==> config.mk <==
export PLATFORM = sky130hd
export DESIGN_NAME = alu_arbiter
export DESIGN_NICKNAME = d
export VERILOG_FILES = /design/src/rtl/alu_pkg.sv /design/src/rtl/rr_arb2.sv /design/src/rtl/alu_arbiter.sv
export SDC_FILE = /design/constraint.sdc
export NUM_CORES = 1
export LEC_CHECK = 0
export ABC_AREA = 1
export BUFFER_PORTS_ARGS = -buffer_cell sky130_fd_sc_hd__buf_2
export CAP_MARGIN = 15
export CORE_MARGIN = 8
export CORE_UTILIZATION = 41
export DETAILED_ROUTE_END_ITERATION = 8
export PLACE_DENSITY = 0.75
export SYNTH_ARGS = -nofsm -noshare
export SYNTH_HDL_FRONTEND = slang
export SYNTH_HIERARCHICAL = 1
export SYNTH_SLANG_ARGS = --single-unit
==> constraint.sdc <==
create_clock -name clk -period 1.9 [get_ports clk]
set_clock_uncertainty 0.15 [all_clocks]
set_input_delay 0.19 -clock clk [delete_from_list [all_inputs] [get_ports clk]]
set_output_delay 0.19 -clock clk [all_outputs]
set_load 0.01 [all_outputs]
==> src/rtl/alu_pkg.sv <==
// Shared definitions for the ALU arbiter: ALU control codes and the arbiter FSM states.
package alu_pkg;

    localparam logic [2:0] ALU_ADD = 3'b000;
    localparam logic [2:0] ALU_SUB = 3'b001;
    localparam logic [2:0] ALU_AND = 3'b010;
    localparam logic [2:0] ALU_OR  = 3'b011;
    localparam logic [2:0] ALU_XOR = 3'b100;
    localparam logic [2:0] ALU_SLT = 3'b101;
    localparam logic [2:0] ALU_SLL = 3'b110;
    localparam logic [2:0] ALU_SRL = 3'b111;

    typedef enum logic [1:0] {
        IDLE = 2'd0,
        EXEC = 2'd1,
        RESP = 2'd2
    } arb_state_t;

endpackage

==> src/rtl/rr_arb2.sv <==
// Two-input round-robin grant generator. On a tie the requester that was not
// granted last wins; a lone request always wins.
module rr_arb2 (
    input  logic [1:0] valid,
    input  logic       last,
    output logic [1:0] grant
);

    always_comb begin
        grant = valid;
        if (&valid) begin
            grant = last ? 2'b01 : 2'b10;
        end
    end

endmodule

==> src/rtl/alu_arbiter.sv <==
// Shares one external combinational ALU between the fetch and execute requesters,
// one operation in flight, with registered operands and registered responses.
module alu_arbiter
    import alu_pkg::*;
#(
    parameter int WIDTH = 32
) (
    input  logic             clk,
    input  logic             reset_n,
    input  logic [1:0]       req_valid,
    output logic [1:0]       req_ready,
    input  logic [WIDTH-1:0] req0_a,
    input  logic [WIDTH-1:0] req0_b,
    input  logic [2:0]       req0_ctrl,
    input  logic [WIDTH-1:0] req1_a,
    input  logic [WIDTH-1:0] req1_b,
    input  logic [2:0]       req1_ctrl,
    output logic [WIDTH-1:0] alu_a,
    output logic [WIDTH-1:0] alu_b,
    output logic [2:0]       alu_ctrl,
    input  logic [WIDTH-1:0] alu_result,
    input  logic             alu_zero,
    output logic             rsp_valid,
    output logic             rsp_id,
    output logic [WIDTH-1:0] rsp_result,
    output logic             rsp_zero,
    input  logic             rsp_ready
);

    arb_state_t       state_q, state_d;
    logic             last_q, last_d;
    logic             id_q, id_d;
    logic [WIDTH-1:0] alu_a_q, alu_a_d;
    logic [WIDTH-1:0] alu_b_q, alu_b_d;
    logic [2:0]       alu_ctrl_q, alu_ctrl_d;
    logic [WIDTH-1:0] rsp_result_q, rsp_result_d;
    logic             rsp_zero_q, rsp_zero_d;
    logic             rsp_valid_q, rsp_valid_d;

    logic [1:0] grant;
    logic       handshake;

    rr_arb2 u_rr_arb2 (
        .valid (req_valid),
        .last  (last_q),
        .grant (grant)
    );

    // The grant is a subset of req_valid, so ready is only offered to live requests.
    assign req_ready = (state_q == IDLE) ? grant : 2'b00;
    assign handshake = |(req_valid & req_ready);

    always_comb begin
        // NOTE: every _d starts as its _q so no path through the case leaves a latch.
        state_d      = state_q;
        last_d       = last_q;
        id_d         = id_q;
        alu_a_d      = alu_a_q;
        alu_b_d      = alu_b_q;
        alu_ctrl_d   = alu_ctrl_q;
        rsp_result_d = rsp_result_q;
        rsp_zero_d   = rsp_zero_q;
        rsp_valid_d  = rsp_valid_q;

        case (state_q)
            IDLE: begin
                if (handshake) begin
                    alu_a_d    = grant[1] ? req1_a    : req0_a;
                    alu_b_d    = grant[1] ? req1_b    : req0_b;
                    alu_ctrl_d = grant[1] ? req1_ctrl : req0_ctrl;
                    id_d       = grant[1];
                    last_d     = grant[1];
                    state_d    = EXEC;
                end
            end
            EXEC: begin
                rsp_result_d = alu_result;
                rsp_zero_d   = alu_zero;
                rsp_valid_d  = 1'b1;
                state_d      = RESP;
            end
            RESP: begin
                if (rsp_ready) begin
                    rsp_valid_d = 1'b0;
                    state_d     = IDLE;
                end
            end
            default: begin
                rsp_valid_d = 1'b0;
                state_d     = IDLE;
            end
        endcase
    end

    // Operands are left untouched between grants so the ALU inputs stay quiet.
    always_ff @(posedge clk or negedge reset_n) begin
        if (!reset_n) begin
            state_q      <= IDLE;
            last_q       <= 1'b1;
            id_q         <= 1'b0;
            alu_a_q      <= '0;
            alu_b_q      <= '0;
            alu_ctrl_q   <= ALU_ADD;
            rsp_result_q <= '0;
            rsp_zero_q   <= 1'b0;
            rsp_valid_q  <= 1'b0;
        end else begin
            // NOTE: non-blocking so every flop samples the pre-edge values.
            state_q      <= state_d;
            last_q       <= last_d;
            id_q         <= id_d;
            alu_a_q      <= alu_a_d;
            alu_b_q      <= alu_b_d;
            alu_ctrl_q   <= alu_ctrl_d;
            rsp_result_q <= rsp_result_d;
            rsp_zero_q   <= rsp_zero_d;
            rsp_valid_q  <= rsp_valid_d;
        end
    end

    assign alu_a      = alu_a_q;
    assign alu_b      = alu_b_q;
    assign alu_ctrl   = alu_ctrl_q;
    assign rsp_valid  = rsp_valid_q;
    assign rsp_id     = id_q;
    assign rsp_result = rsp_result_q;
    assign rsp_zero   = rsp_zero_q;

endmodule

[Word-level counts from Yosys, hierarchy flattened]
Cells that the tools add are included.
Word-level totals
  register bits after elaboration: 105
  input port bits: 172
  output and inout port bits: 104
  logic and storage cells: 32
Cells by class
  equality and inequality tests: 4
  mux-type cells: 11
  bitwise gates (word level): 2
  reduce and logical (&&, ||, !) cells: 6
Operators by type and width (number)
  32-bit 2-to-1 mux: 2
  2-bit 2-to-1 mux: 5
  2-bit AND reduction: 4
  2-bit one-hot mux with 3 select lines: 1
  2-bit != test (second input constant): 2
  3-bit 2-to-1 mux: 1
  1-bit one-hot mux with 3 select lines: 1
  2-bit bitwise AND: 1
  2-bit by 1-bit == test with 1-bit output (second input constant): 1
  2-bit == test (second input constant): 1
  2-bit zero test: 1
  2-bit OR reduction: 1
  1-bit 2-to-1 mux: 1
  1-bit NOT: 1

[Longest topological paths before layout]
  depth in word-level cells: 7
  depth in mapped cells: 10
  mapped depth without buffers: 8

[Hierarchy]
The synthesis kept the hierarchy.
By module, submodules not included
  alu_arbiter: instances 1, cells each 676, area an instance 4998.5 µm², sequential area each 2628.8 µm²
  rr_arb2: instances 1, cells each 5, area an instance 21.3 µm², sequential area each 0.0 µm²

[Worst setup path before layout]
OpenSTA, ideal clock, no wires.
  path kind: reg2reg
  from: reg last_q
  to: reg alu_b_q[27] (netlist: alu_b[27])
  setup time: 0.118 ns
  arrival: 1.239 ns
  path slack: 0.393 ns
  cell stages (with the launch flop): 9
  period minus slack after synthesis: 1.507 ns
  path through: dfstp_2 a21oi_1 buf_4 nand2_2 nand2_4 buf_6 buf_4 nand3_1 nand2_1
Between the ends
  cells in the longest elaborated chain, start to end: 6
  elaborated cells between the ends (all ways): 7
RTL lines
  start: declaration: RTL line alu_arbiter.sv:31  | logic last_q, last_d;
  start signal: assignment: RTL line alu_arbiter.sv:110  | last_q <= last_d;
  2-bit 2-to-1 mux *: RTL line rr_arb2.sv:12  | grant = last ? 2'b01 : 2'b10;
  2-bit 2-to-1 mux *: RTL line rr_arb2.sv:11  | if (&valid) begin
  via grant[1]: RTL line alu_arbiter.sv:40  | logic [1:0] grant;
  2-bit 2-to-1 mux: RTL line alu_arbiter.sv:50  | assign req_ready = (state_q == IDLE) ? grant : 2'b00;
  2-bit bitwise AND: RTL line alu_arbiter.sv:51  | assign handshake = |(req_valid & req_ready);
  2-bit OR reduction: RTL line alu_arbiter.sv:51
  2-bit AND reduction (no line)
  end signal: assignment: RTL line alu_arbiter.sv:113  | alu_b_q <= alu_b_d;
  end: declaration: RTL line alu_arbiter.sv:34  | logic [WIDTH-1:0] alu_b_q, alu_b_d;
Mark *: on every way through the listed nets, which the timed path passes. The rest lies on a longest branch.
A chain may end at the register's enable or synchronous reset.

[Final worst setup path]
  from: reg state_q[1]
  to: out req_ready[1]
Between the ends
  cells in the longest elaborated chain, start to end: 2
RTL lines
  start: declaration: RTL line alu_arbiter.sv:30  | arb_state_t state_q, state_d;
  start signal: assignment: RTL line alu_arbiter.sv:109  | state_q <= state_d;
  2-bit zero test: RTL line alu_arbiter.sv:50
  2-bit 2-to-1 mux: RTL line alu_arbiter.sv:50
  end: declaration: RTL line alu_arbiter.sv:11  | output logic [1:0] req_ready,
No other way between the ends.

==> results.md <==
- Status: completed
- Initial cell density of the core: 42.0%
- Worst endpoint data arrival time: ~1400 ps
- Pleak: about 4.4 nW
- Critical path origin: state_q[1]
- CP required: 1560 ps
- Unrepaired setup endpoints after global routing: no
- WL/cell: between 10 and 15 um
- Final instance area: ~0.0072 sq mm
- Die span in x: ~130 um
- Top FF cell, synth: dfrtp_1
- DR iter-0 viols: about 450
- Min-delay worst type: in2reg
- DIE AREA: 0.0160 sq mm
- First-pass GRT wire length: between 20000 and 30000 um
- Syn nets: between 800 and 900
- Most frequent cell after synthesis: nand2_1
- Reg-to-reg startpoint: last_q
- Top cell type's share of synthesized area: just over 50%
- IO Port Bufs: 275
- Antenna violations before repair: 0
- Seq/Total Area, Yosys: 52.4%
- MaxCap Viol Count: 0
- Gpl congestion: slightly above 0.8
- Vias per inst: 4.78
- Asr flop ratio synth: 100%
- Placed Instances: 1075
- CP max FO: 15
- Synth cell count leaders: 411 x nand2_1, 104 x dfrtp_1, 101 x nand3_1
- Worst-skew pair later-pin latency: about 330 ps
- Layout cell share with drive strength beyond 1: about a third
- Synthesized area per cell: 7.37 sq um
- Setup violators final: 0
- Via count: between 5000 and 6000
- Final cell count without fillers: around 1100
- Setup crit start kind: flop
- CTS Buffer Depth: 2
- Placement-stage cell area: between 0.006 and 0.007 sq mm
- Synth warn: 6
- Worst-Margin Slew: about 530 ps
- Final wirelength: 16600 um
- GRT Overall Usage: between 20% and 30%
- Largest net degree at the start of global routing: between 50 and 60
- Post-synth EDFFs: 0
- Clock transition at path regs: approximately 70 ps
- Core area: around 0.012 sq mm
- Critical path capture point type: output pin
- CTS tree: built
- Total CTS buffers: 9
- Post-route ant nets: 0
- Remaining DRCs: 0
- Die Y: 127 um
- Pwr Density: about 1400 mW/mm^2
- Distinct cell type count after synthesis: 16
- Gr ovfl total: 0
- Worst slew margin: between 60 and 70%
- IO Pins: between 200 and 300
- Layout Nets: 1149
- Post-CTS Repair Setup Buffers: 0
- Synth Instances: between 600 and 700
- CTS Sinks: ~110
- CTS HTree Levels: 3
- DR pass1 iterations: 5
- Fin crit share: ~91%
- Slew Viols, Final: 0
- N_diodes: 0
- F_max: 577 MHz
- Total power: between 0.01 and 0.015 W
- Setup_tns: 0 ps
- Vias in the first global route: approximately 5400
- #FFs+latches synth: 105
- Root buffer cell: clkbuf_16
- Final HPWL DP: ~12000 um
- Final Critical Period: around 1700 ps
- Area Growth Syn to Fin: 43.2%
- Synth top area cells: dfrtp_1 52%, nand2_1 31%, nand3_1 10%, buf_2 2.6%, buf_4 1.3%
- Synth area leader: dfrtp_1
- FP Rows: 40
- Worst Path Class, Setup: reg2out
- Mapped Area: 0.00502 sq mm
- Final hold viol count: 0
- Maximum vdd drop: roughly 0.67 mV
- Min-delay src: req0_a[3]
==> logic make-up (layout without fill, tap and decap cells) <==
kind of cell / after synthesis / after routing / synth area share (%)
and+or+nand+nor: 523 / 523 / 42.0
buffers and inverters: 52 / 353 / 5.51
DFF: 105 / 105 / 52.4
AOI/OAI and AO/OA: 1 / 1 / 0.0996
==> flip-flops by register name, indices dropped and copies added (netlist names) <==
name / cells
rsp_zero: 1
rsp_valid: 1
rsp_id: 1
alu_a: 32
alu_b: 32
rsp_result: 32
last_q: 1
alu_ctrl: 3
state_q: 2
==> per-layer routing <==
metal | wire, um | global-route usage, % | vias up
met5 | 0 | 0 | -
met4 | 485 | 9.52 | 0
met3 | 1180 | 6.20 | 39
met2 | 8320 | 34.7 | 214
met1 | 6650 | 23.6 | 2438
li1 | - | - | 2702
==> per-stage QoR <==
step | setup WS, ps | utilization, % | hold slack (ps)
2_1_floorplan | 393 | - | -256
3_3_place_gp | 256 | 54.4 | 5.45
3_5_place_dp | 214 | 54.4 | 7.95
4_1_cts | 68.2 | 60.1 | 0.484
5_1_grt | 74.0 | 60.1 | 15.8
6_report | 166 | 60.1 | 12.5
==> timing repair <==
action                                 CTS  global route
gates resized for setup                  0             1
hold buffers                            38             0
endpoints found under the hold margin   65             0
setup endpoints to repair                0             1
==> report_power, final <==
part           leakage [nW]  switching [W]  internal [W]
logic                  2.91        0.00272       0.00164
registers              1.31       0.000559       0.00327
clock network         0.135       0.000801       0.00102
==> worst max-delay path, cell delays in order, from the launching register on <==
cell     delay (ps)
dfrtp_1         430
inv_4           160
nand2_1         120
nor2_1          160
buf_2           180
==> final cells by class <==
type	instances	area, sq um
clock buffers	10	229
inverters	6	25.0
well taps	147	184
flip-flops and latches	105	2630
repair buffers	331	1930
clock inverters	6	66.3
fillers	1108	4770
multi-input cells	524	2130
==> path summary, 6_finish.rpt <==
| kind | cells past startpoint | to | slack [ps] |
|---|---|---|---|
| min in group asynchronous | 2 | alu_a[0] | 180 |
| setup / recovery | 4 | req_ready[1] | 170 |
| hold reg to reg | 2 | rsp_result[11] | 320 |
| max in group asynchronous | 3 | rsp_result[28] | 850 |
| hold / removal | 5 | alu_a[3] | 10 |
| setup reg to reg | 8 | alu_a[22] | 210 |
==> layout by cell type (no fill, tap or decap), types with 2 or more instances in the layout <==
cell type      synthesis  final
nand2_1              411    411
nand3_1              101    101
buf_4                  9     16
dfrtp_1              104    104
buf_2                 26    274
clkbuf_16              0      9
nor2_1                 7      7
clkinvlp_4             0      3
buf_12                 0      3
inv_2                  3      2
inv_1                  3      3
nand2_2                2      2
dlygate4sd3_1          0     38
(Power assumes the default switching activity.)
